--- src/rtl/atm_pkg.sv ---
// Shared codes for the ATM transaction sequencer: state/menu encodings,
// button bit positions, display fill patterns and small BCD digit helpers.
package atm_pkg;

  typedef enum logic [2:0] {
    ST_IDLE   = 3'd0,
    ST_PIN    = 3'd1,
    ST_MENU   = 3'd2,
    ST_AMOUNT = 3'd3,
    ST_SHOW   = 3'd4,
    ST_ERR    = 3'd5,
    ST_LOCK   = 3'd6
  } state_t;

  localparam logic [1:0] SEL_BAL = 2'd0;
  localparam logic [1:0] SEL_WDR = 2'd1;
  localparam logic [1:0] SEL_DEP = 2'd2;

  localparam int BTN_C = 0;
  localparam int BTN_U = 1;
  localparam int BTN_D = 2;
  localparam int BTN_L = 3;
  localparam int BTN_R = 4;

  localparam logic [15:0] ERR_PATTERN  = 16'hEEEE;
  localparam logic [15:0] LOCK_PATTERN = 16'hFFFF;

  typedef enum logic [2:0] {
    ACT_NONE,
    ACT_C,
    ACT_U,
    ACT_D,
    ACT_L,
    ACT_R
  } act_t;

  // Several simultaneous pulses collapse to the single highest-priority one.
  function automatic act_t btn_decode(input logic [4:0] p);
    if (p[BTN_C])      return ACT_C;
    else if (p[BTN_U]) return ACT_U;
    else if (p[BTN_D]) return ACT_D;
    else if (p[BTN_L]) return ACT_L;
    else if (p[BTN_R]) return ACT_R;
    else               return ACT_NONE;
  endfunction

  function automatic logic [3:0] digit_inc(input logic [3:0] d);
    return (d >= 4'd9) ? 4'd0 : d + 4'd1;
  endfunction

  function automatic logic [3:0] digit_dec(input logic [3:0] d);
    return (d == 4'd0) ? 4'd9 : d - 4'd1;
  endfunction

endpackage

--- src/rtl/bcd_addsub4.sv ---
// Combinational 4-digit BCD add (sub=0) or subtract a-b (sub=1).
// cout is the decimal carry out on add, the borrow out (b > a) on subtract.
module bcd_addsub4 (
  input  logic [15:0] a,
  input  logic [15:0] b,
  input  logic        sub,
  output logic [15:0] result,
  output logic        cout
);

  logic       carry;
  logic [4:0] tmp;

  always_comb begin
    carry  = 1'b0;
    tmp    = '0;
    result = '0;
    for (int i = 0; i < 4; i++) begin
      if (!sub) begin
        tmp = {1'b0, a[4*i +: 4]} + {1'b0, b[4*i +: 4]} + {4'b0, carry};
        carry = (tmp > 5'd9);
        if (carry) tmp = tmp + 5'd6;
      end else begin
        tmp = {1'b0, a[4*i +: 4]} - {1'b0, b[4*i +: 4]} - {4'b0, carry};
        carry = tmp[4];
        if (carry) tmp = tmp + 5'd10;
      end
      result[4*i +: 4] = tmp[3:0];
    end
    cout = carry;
  end

endmodule

--- src/rtl/atm_txn_ctrl.sv ---
// ATM front-panel sequencer: PIN entry, menu, withdraw/deposit/balance, BCD balance.
// Optional ATM_LOCKOUT_EN: MAX_TRIES wrong PINs latch LOCK until reset.
module atm_txn_ctrl
  import atm_pkg::*;
#(
  parameter logic [15:0] PIN            = 16'h1234,
  parameter logic [15:0] INIT_BALANCE   = 16'h0500,
  parameter int          MAX_TRIES      = 3,
  parameter int          TIMEOUT_CYCLES = 40
) (
  input  logic        clk,
  input  logic        rst,
  input  logic [4:0]  btn_pulse,
  output logic [31:0] disp_data,
  output logic [2:0]  state_o,
  output logic        err_o,
  output logic        locked_o
);

  localparam int TW  = $clog2(TIMEOUT_CYCLES);
  localparam int TRW = $clog2(MAX_TRIES + 1);

  state_t           state, state_n;
  logic [15:0]      balance, balance_n;
  logic [15:0]      entry, entry_n;
  logic [1:0]       cursor, cursor_n;
  logic [1:0]       sel, sel_n;
  logic [TRW-1:0]   tries, tries_n;
  logic [TW-1:0]    tcnt, tcnt_n;
  logic             err_from_pin, err_from_pin_n;
  logic [15:0]      value_n;
  logic [3:0]       cursor_disp_n;
  logic [15:0]      arith_res;
  logic             arith_cout;
  act_t             act;

  bcd_addsub4 u_arith (
    .a      (balance),
    .b      (entry),
    .sub    (sel == SEL_WDR),
    .result (arith_res),
    .cout   (arith_cout)
  );

  always_ff @(posedge clk or negedge rst) begin
    if (!rst) begin
      state        <= ST_IDLE;
      balance      <= INIT_BALANCE;
      entry        <= '0;
      cursor       <= '0;
      sel          <= SEL_BAL;
      tries        <= '0;
      tcnt         <= '0;
      err_from_pin <= 1'b0;
      disp_data    <= '0;
      state_o      <= '0;
      err_o        <= 1'b0;
      locked_o     <= 1'b0;
    end else begin
      state        <= state_n;
      balance      <= balance_n;
      entry        <= entry_n;
      cursor       <= cursor_n;
      sel          <= sel_n;
      tries        <= tries_n;
      tcnt         <= tcnt_n;
      err_from_pin <= err_from_pin_n;
      disp_data    <= {state_n, 8'h00, cursor_disp_n, value_n};
      state_o      <= state_n;
      err_o        <= (state_n == ST_ERR);
      locked_o     <= (state_n == ST_LOCK);
    end
  end

  always_comb begin
    state_n        = state;
    balance_n      = balance;
    entry_n        = entry;
    cursor_n       = cursor;
    sel_n          = sel;
    tries_n        = tries;
    tcnt_n         = '0;
    err_from_pin_n = err_from_pin;
    act            = btn_decode(btn_pulse);

    if (state inside {ST_PIN, ST_MENU, ST_AMOUNT, ST_SHOW, ST_ERR} && act == ACT_NONE)
      tcnt_n = tcnt + TW'(1);

    case (state)
      ST_IDLE: begin
        if (act != ACT_NONE) begin
          state_n  = ST_PIN;
          entry_n  = '0;
          cursor_n = 2'd3;
        end
      end
      ST_PIN, ST_AMOUNT: begin
        case (act)
          ACT_U: entry_n[{cursor, 2'b00} +: 4] = digit_inc(entry[{cursor, 2'b00} +: 4]);
          ACT_D: entry_n[{cursor, 2'b00} +: 4] = digit_dec(entry[{cursor, 2'b00} +: 4]);
          ACT_L: if (cursor != 2'd3) cursor_n = cursor + 2'd1;
          ACT_R: if (cursor != 2'd0) cursor_n = cursor - 2'd1;
          ACT_C: begin
            if (state == ST_PIN) begin
              if (entry == PIN) begin
                state_n = ST_MENU;
                tries_n = '0;
                sel_n   = SEL_BAL;
              end else begin
                if (tries != TRW'(MAX_TRIES)) tries_n = tries + TRW'(1);
                err_from_pin_n = 1'b1;
`ifdef ATM_LOCKOUT_EN
                state_n = (tries_n == TRW'(MAX_TRIES)) ? ST_LOCK : ST_ERR;
`else
                state_n = ST_ERR;
`endif
              end
            end else begin
              // Carry on deposit / borrow on withdraw both mean "reject".
              err_from_pin_n = 1'b0;
              if (arith_cout) begin
                state_n = ST_ERR;
              end else begin
                balance_n = arith_res;
                state_n   = ST_SHOW;
              end
            end
          end
          default: ;
        endcase
      end
      ST_MENU: begin
        case (act)
          ACT_U: sel_n = (sel == SEL_DEP) ? SEL_BAL : sel + 2'd1;
          ACT_D: sel_n = (sel == SEL_BAL) ? SEL_DEP : sel - 2'd1;
          ACT_L: begin
            state_n  = ST_IDLE;
            entry_n  = '0;
            cursor_n = '0;
          end
          ACT_C: begin
            if (sel == SEL_BAL) begin
              state_n = ST_SHOW;
            end else begin
              state_n  = ST_AMOUNT;
              entry_n  = '0;
              cursor_n = 2'd3;
            end
          end
          default: ;
        endcase
      end
      ST_SHOW: begin
        if (act == ACT_C) state_n = ST_MENU;
      end
      ST_ERR: begin
        if (act == ACT_C) begin
          if (err_from_pin) begin
            state_n  = ST_PIN;
            entry_n  = '0;
            cursor_n = 2'd3;
          end else begin
            state_n = ST_MENU;
          end
        end
      end
      default: ;
    endcase

    if (tcnt_n == TW'(TIMEOUT_CYCLES - 1)) begin
      state_n  = ST_IDLE;
      entry_n  = '0;
      cursor_n = '0;
      tcnt_n   = '0;
    end
  end

  always_comb begin
    value_n       = '0;
    cursor_disp_n = '0;
    case (state_n)
      ST_PIN, ST_AMOUNT: begin
        value_n       = entry_n;
        cursor_disp_n = {2'b00, cursor_n};
      end
      ST_MENU: value_n = {14'd0, sel_n};
      ST_SHOW: value_n = balance_n;
      ST_ERR:  value_n = ERR_PATTERN;
      ST_LOCK: value_n = LOCK_PATTERN;
      default: value_n = '0;
    endcase
  end

endmodule

--- config.mk ---
export PLATFORM = sky130hd
export DESIGN_NAME = atm_txn_ctrl
export DESIGN_NICKNAME = d
export VERILOG_FILES = /design/src/rtl/atm_pkg.sv /design/src/rtl/bcd_addsub4.sv /design/src/rtl/atm_txn_ctrl.sv
export SDC_FILE = /design/constraint.sdc
export NUM_CORES = 1
export LEC_CHECK = 0
export ABC_AREA = 1
export BUFFER_PORTS_ARGS = -buffer_cell sky130_fd_sc_hd__buf_2
export CAP_MARGIN = 20
export CORE_MARGIN = 2
export CORE_UTILIZATION = 50
export DETAILED_ROUTE_END_ITERATION = 12
export PLACE_DENSITY = 0.67
export SETUP_SLACK_MARGIN = 0.2
export SLEW_MARGIN = 20
export SYNTH_ARGS = -nofsm -noshare
export SYNTH_HDL_FRONTEND = slang
export SYNTH_SLANG_ARGS = --single-unit
--- constraint.sdc ---
create_clock -name clk -period 15 [get_ports clk]
set_input_delay 2.25 -clock clk [delete_from_list [all_inputs] [get_ports clk]]
set_output_delay 2.25 -clock clk [all_outputs]
set_load 0.02 [all_outputs]
==> flow_summary.yaml, run 1 <==
grt:
  grt_pass1_wl_um: 29100
  antenna_found_initial: 0
  grt_pass1_vias: 5884
  overflow: 0
  grt_util_all_layers_pct: 25.4
  grt_max_degree: 67
yosys:
  synth_cell_types: 53
  yosys-top-cells-count: "nand2_1, inv_1, nor2_1"
  netlist_area_mm2: 0.00687
  synth_edf_count: 0
  yosysTopAreaCell: "dfrtp_1"
  ys_ff_latch: 66
  synth_top_flop_cell: "dfrtp_1"
  synthTopCellsByArea: "dfrtp_1, nand2_1, ha_1, inv_1, nand3_1"
  async_reset_ff_share_pct: 100
  avgSynthCellArea_um2: 6.87
  yosysSeqAreaShare_pct: 24.1
  syn_inst: 1000
  yosysMostFrequentCell: "nand2_1"
  synth_top_cell_area_share_pct: 23.3
  ys_warn_count: 0
timing:
  tightest_slew_ns: 0.879
  whs_ns: 0.523
  skew_ns: 0.00724
  period_needed_ns: 8.97
  min_period_over_period_pct: 59.8
  fmaxAchievable_mhz: 112
  fin_tns_setup_ns: 0
  relSlewSlack_pct: 41.4
  grt_setup_unrepaired: "no"
  setup_viol: 0
  slew_violations: 0
  hold_violations: 0
floorplan:
  die_y_um: 121
  die_x_um: 121
  io_pins: 44
  start_util_pct: 51.4
  core_area_mm2: 0.0133
  dieArea_mm2: 0.0147
  num_rows: 42
power_and_ir_drop:
  p_sw_share_pct: 56.1
  vdd_drop_max_uv: 120
  p_total_mw: 1.77
  p_leak_nw: 4.09
  intPower_uw: 774
  power_density_mw_per_mm2: 241
  comb_power_share_pct: 71.3
  power.switching_uw: 991
  pwr-share-clk_pct: 11.5
  pwr-share-seq_pct: 17.2
detailed_routing:
  first_pass_iters: 5
  wl_um: 17600
  drtAntennaViolNets: 0
  routedWlPerCell_um: 14.7
  drtIter0Drc: 472
  via_count: 6163
  viasPerCell: 5.13
  drc: 0
worst_setup_path:
  worst-setup-path-type: "reg -> reg"
  crit_buf_inv: 16
  endpoint_kind: "register"
  max_stage_delay_ns: 0.84
  reg2reg_to: "disp_data[14]$_DFF_PN0_"
  cp.required_ns: 15.23
  path_max_fanout: 26
  start_kind: "register"
  r2r-start: "sel[1]$_DFF_PN0_"
  rr_worst_depth: 51
  critPathTopFamily: "adder cells"
  arrival_ns: 9.19
  r2r_setup_slack_ns: 6.03
  slowest_stage: "clkinv_1"
clock_network:
  ctsResizeCount: 0
  cts_tree: "done"
  hold_buffers: 0
  cts_setup_buffers: 0
  clk_pin_slew_worst_paths_ns: 0.06
  cts_root_buf: "clkbuf_16"
  clock_latency_ns: 0.35
  cts_buffers: 9
  cts.sinks: 66
  cts_buffer_depth: 2
  cts_max_level: 3
min_path:
  hp-start: "balance[4]$_DFF_PN0_"
  hp-class: "reg -> reg"
  hold_path_depth: 2
  holdPathEnd: "balance[4]$_DFF_PN0_"
final_layout:
  seq_area_mm2: 0.00165
  multi_input_area_mm2: 0.00430
  nets: 1105
  area_growth_pct: 6.54
  antennaDiodeCount: 0
  fillers: 1351
  drive_gt1_share_pct: 13.6
placement:
  place_congestion: 0.922
  portBuffers: 32
  place_hpwl_um: 13600
job:
  cap_violations: 0
status:
  status: "completed"
==> flip-flops by register name (all words and copies together) (netlist names) <==
name          count
balance          16
cursor            2
disp_data        19
entry            16
err_from_pin      1
err_o             1
locked_o          1
sel               2
state             2
tcnt              6
==> layer usage <==
| metal | vias to the layer above | wire length [um] | track usage (%) |
|---|---|---|---|
| li1 | 3132 | - | - |
| met1 | 2813 | 8140 | 35.2 |
| met2 | 182 | 8000 | 40.6 |
| met3 | 36 | 1010 | 3.67 |
| met4 | 0 | 470 | 9.12 |
| met5 | - | 0 | 0 |
==> metrics by stage <==
step | cells | worst slack (ns) | util [%] | instance area (um2)
4_1_cts | 1202 | 6.04 | 54.8 | 7320
3_5_place_dp | 1186 | 6.09 | 52.7 | 7040
6_report | 1202 | 6.03 | 54.8 | 7320
2_1_floorplan | 1010 | 7.28 | - | 6900
3_3_place_gp | 1186 | 6.30 | 52.7 | 7040
5_1_grt | 1202 | 5.20 | 54.8 | 7320
==> tightest hold or removal path, cell delays in order, from the launching register on <==
cell     delay [ns]
dfrtp_1        0.34
o21ai_1        0.08
inv_2          0.07
==> worst max path at each step <==
stage	startpoint	to	depth (start not counted)
2_1_floorplan	entry[0]$_DFF_PN0_	disp_data[10]$_DFF_PN0_	64
3_3_place_gp	sel[1]$_DFF_PN0_	disp_data[14]$_DFF_PN0_	51
6_report	sel[1]$_DFF_PN0_	disp_data[14]$_DFF_PN0_	51
3_5_place_dp	sel[1]$_DFF_PN0_	disp_data[14]$_DFF_PN0_	51
5_1_grt	sel[1]$_DFF_PN0_	disp_data[14]$_DFF_PN0_	51
4_1_cts	sel[1]$_DFF_PN0_	disp_data[14]$_DFF_PN0_	51
==> cells in the final DEF (no fill, tap or decap), types with 12 or more instances in the layout <==
| master | instances |
|---|---|
| nor2_1 | 74 |
| o21ai_0 | 47 |
| inv_1 | 157 |
| nand2_1 | 283 |
| nand4_1 | 13 |
| buf_2 | 31 |
| fa_1 | 14 |
| inv_2 | 19 |
| nor2_2 | 14 |
| nand3_1 | 65 |
| dfrtp_1 | 64 |
| nand2_2 | 15 |
| ha_1 | 63 |
| o21ai_1 | 12 |
| a21oi_1 | 39 |
==> cells by family (layout without fill, tap and decap cells) <==
kind of cell	after synthesis	after routing	synth area share [%]
AO/OA/AOI/OAI	121	121	9.97
XOR/XNOR	14	14	1.79
adder cells (fa/ha/maj)	77	77	15.6
buffers and inverters	215	231	13.8
flip-flops	66	66	24.1
other	1	11	0.0546
AND/OR/NAND/NOR	506	506	34.7
==> area by class of cell <==
type | instances | area share, %
multi-input combinational | 729 | 58.8
sequential | 66 | 22.6
timing repair buffer | 32 | 2.22
clock buffer | 10 | 3.27
tap | 176 | 3.01
clock inverter | 6 | 0.564
inverter | 183 | 9.51
==> power groups by stage <==
stage	Sequential (mW)	Combinational (mW)	Clock, mW
floorplan	0.304	1.00	0
global placement	0.306	1.24	0
detailed placement	0.306	1.25	0
CTS	0.304	1.26	0.209
global route	0.312	1.44	0.214
finish	0.304	1.26	0.203
(Power assumes the default switching activity.)
==> run 2, diff against run 1 <==
--- a/config.mk
+++ b/config.mk
@@ -5,7 +5,7 @@
 export SDC_FILE = /design/constraint.sdc
 export NUM_CORES = 1
 export LEC_CHECK = 0
-export ABC_AREA = 1
+export ABC_AREA = 0
 export BUFFER_PORTS_ARGS = -buffer_cell sky130_fd_sc_hd__buf_2
 export CAP_MARGIN = 20
 export CORE_MARGIN = 2
==> constraint.sdc (replaced) <==
create_clock -name clk -period 8.3 [get_ports clk]
set_input_delay 1.245 -clock clk [delete_from_list [all_inputs] [get_ports clk]]
set_output_delay 1.245 -clock clk [all_outputs]
set_load 0.02 [all_outputs]
==> flow_summary.yaml, run 2 <==
min_path:
  hold_path_depth: 1
  hp-class: "reg -> reg"
yosys:
  netlist_area_mm2: 0.00628
  avgSynthCellArea_um2: 8.90
  ys_warn_count: 0
  yosysTopAreaCell: "dfrtp_1"
  yosysSeqAreaShare_pct: 26.3
  synthTopCellsByArea: "dfrtp_1, ha_1, fa_1, inv_1, nor2_1"
  syn_inst: 706
  synth_top_flop_cell: "dfrtp_1"
  yosys-top-cells-count: "dfrtp_1, ha_1, inv_1"
  yosysMostFrequentCell: "dfrtp_1"
  synth_edf_count: 0
  synth_top_cell_area_share_pct: 25.5
  synth_cell_types: 79
  async_reset_ff_share_pct: 100
  ys_ff_latch: 66
worst_setup_path:
  slowest_stage: "fa_2"
  worst-setup-path-type: "reg -> reg"
  r2r_setup_slack_ns: 0.10
  rr_worst_depth: 41
  max_stage_delay_ns: 0.47
  endpoint_kind: "register"
  cpMostUsedCell: "fa_2"
  start_kind: "register"
  arrival_ns: 8.38
  path_max_fanout: 6
  cp.required_ns: 8.48
detailed_routing:
  drtAntennaViolNets: 0
  wl_um: 18200
  routedWlPerCell_um: 19.5
  first_pass_iters: 5
  viasPerCell: 6.12
  via_count: 5700
  drtIter0Drc: 533
  drc: 0
clock_network:
  cts_tree: "done"
  cts_buffers: 9
  clock_latency_ns: 0.34
  cts_max_level: 3
  cts_root_buf: "clkbuf_16"
  clk_pin_slew_worst_paths_ns: 0.06
  cts_buffer_depth: 2
  hold_buffers: 0
  cts.sinks: 66
grt:
  overflow: 0
  grt_util_all_layers_pct: 27.1
  antenna_found_initial: 0
  grt_pass1_vias: 5406
  grt_max_degree: 67
  grt_pass1_wl_um: 28200
power_and_ir_drop:
  vdd_drop_max_uv: 180
  power.switching_mw: 1.43
  p_sw_share_pct: 47.8
  pwr-share-seq_pct: 18.3
  comb_power_share_pct: 67.4
  power_density_mw_per_mm2: 404
  p_leak_nw: 3.40
  intPower_mw: 1.56
  pwr-share-clk_pct: 14.2
timing:
  fmaxAchievable_mhz: 122
  fin_tns_setup_ns: 0
  grt_setup_unrepaired: "yes"
  relSlewSlack_pct: 19.4
  whs_ns: 0.490
  hold_violations: 0
  period_needed_ns: 8.20
  min_period_over_period_pct: 98.7
  setup_viol: 0
  skew_ns: 0.0103
  slew_violations: 0
  tightest_slew_ns: 1.20
final_layout:
  area_growth_pct: 17.8
  final_cell_mix: "dfrtp_1, ha_1, inv_1, nor2_1, buf_4"
  top_regs: "disp_data (19), balance (16), entry (16)"
  drive_gt1_share_pct: 21.9
  largest_reg_flops: 19
  nets: 843
  regMostFlops: "disp_data"
  antennaDiodeCount: 0
  final_common_cell: "dfrtp_1"
floorplan:
  num_rows: 40
  dieArea_mm2: 0.0135
  io_pins: 44
  core_area_mm2: 0.0122
  start_util_pct: 51.7
  die_y_um: 116
  die_x_um: 116
placement:
  place_hpwl_um: 13400
  place_congestion: 0.924
  portBuffers: 32
status:
  status: "completed"
job:
  cap_violations: 0
==> run 2: cell count changes in the layout (fill, tap and decap cells not counted), moves of 12 or more <==
| cell | before | now |
|---|---|---|
| nand2b_1 | 0 | 19 |
| nand3_1 | 65 | 14 |
| buf_4 | 1 | 40 |
| o21ai_0 | 47 | 25 |
| xnor2_1 | 3 | 15 |
| nor2_1 | 74 | 49 |
| a21o_1 | 0 | 12 |
| inv_1 | 157 | 53 |
| nor2_2 | 14 | 0 |
| nor2b_1 | 0 | 24 |
| inv_2 | 19 | 7 |
| nand2_1 | 283 | 38 |
| nand2_2 | 15 | 1 |
==> run 2: cell families (layout without fill, tap and decap cells) <==
group	Yosys count	after routing	share of synthesized area [%]
and+or+nand+nor	224	224	19.7
buffers and inverters	106	154	7.81
DFF	66	66	26.3
xor gates and xnor gates	31	31	4.32
adders and majority gates	77	77	17.0
AOI/OAI and AO/OA	183	183	21.1
other	1	11	0.0597
muxes	18	18	3.72
==> run 2: path summary, 6_finish.rpt <==
path / startpoint / end
max: entry[0]$_DFF_PN0_ / disp_data[1]$_DFF_PN0_
min in group asynchronous: rst / disp_data[16]$_DFF_PN0_
min: tcnt[0]$_DFF_PN0_ / tcnt[0]$_DFF_PN0_
min reg2reg: tcnt[0]$_DFF_PN0_ / tcnt[0]$_DFF_PN0_
max reg2reg: entry[0]$_DFF_PN0_ / disp_data[1]$_DFF_PN0_
max in group asynchronous: rst / balance[15]$_DFF_PN0_
==> run 2: cell type report <==
type,count,area [um2]
Fill cell,1087,4760
Multi-Input combinational cell,544,4460
Sequential cell,66,1650
Timing Repair Buffer,76,505
Clock buffer,10,239
Inverter,62,238
Tap cell,168,210
Clock inverter,6,90.1
==> run 2: metrics by stage <==
| step | util (%) | area (um2) | worst slack (ns) | total power, mW | instances |
|---|---|---|---|---|---|
| final | 60.8 | 7400 | 0.105 | 2.99 | 932 |
| after global routing | 60.8 | 7400 | -0.232 | 3.18 | 932 |
| after CTS | 58.6 | 7130 | 0.211 | 2.76 | 919 |
| after detailed placement | 55.1 | 6700 | -0.149 | 2.27 | 897 |
| after global placement | 55.1 | 6700 | 0.105 | 2.23 | 897 |
| after floorplan | - | 6400 | 0.152 | 1.79 | 716 |
==> run 2: per-layer routing <==
| layer | up-vias | wire, um | GRT usage (%) |
|---|---|---|---|
| li1 | 2622 | - | - |
| met1 | 2770 | 7760 | 36.2 |
| met2 | 259 | 8660 | 44.6 |
| met3 | 49 | 1120 | 3.89 |
| met4 | 0 | 619 | 11.2 |
| met5 | - | 0 | 0 |
==> run 2: timing repair <==
| action | in CTS | in global routing |
|---|---|---|
| endpoints found under the setup margin | 26 | 29 |
| pin swaps | 10 | 8 |
| cloned | 0 | 1 |
| buffers inserted | 6 | 12 |
| gates resized for setup | 11 | 35 |
==> run 2: power by group through the flow <==
stage | Clock (mW) | Combinational, mW | Sequential, mW
floorplan | 0 | 1.25 | 0.536
global placement | 0 | 1.68 | 0.548
detailed placement | 0 | 1.72 | 0.550
CTS | 0.426 | 1.79 | 0.545
global route | 0.441 | 2.18 | 0.559
finish | 0.425 | 2.01 | 0.547
==> run 2: critical path, delay by kind of cell (launching register included) <==
family	cells	cell delay, ns
multiplexers	2	0.34
AND/OR/NAND/NOR	4	0.36
AO/OA/AOI/OAI	11	2.00
adder cells (fa/ha/maj)	12	3.72
XOR/XNOR	1	0.21
flip-flops	1	0.38
buffers and inverters	11	1.04
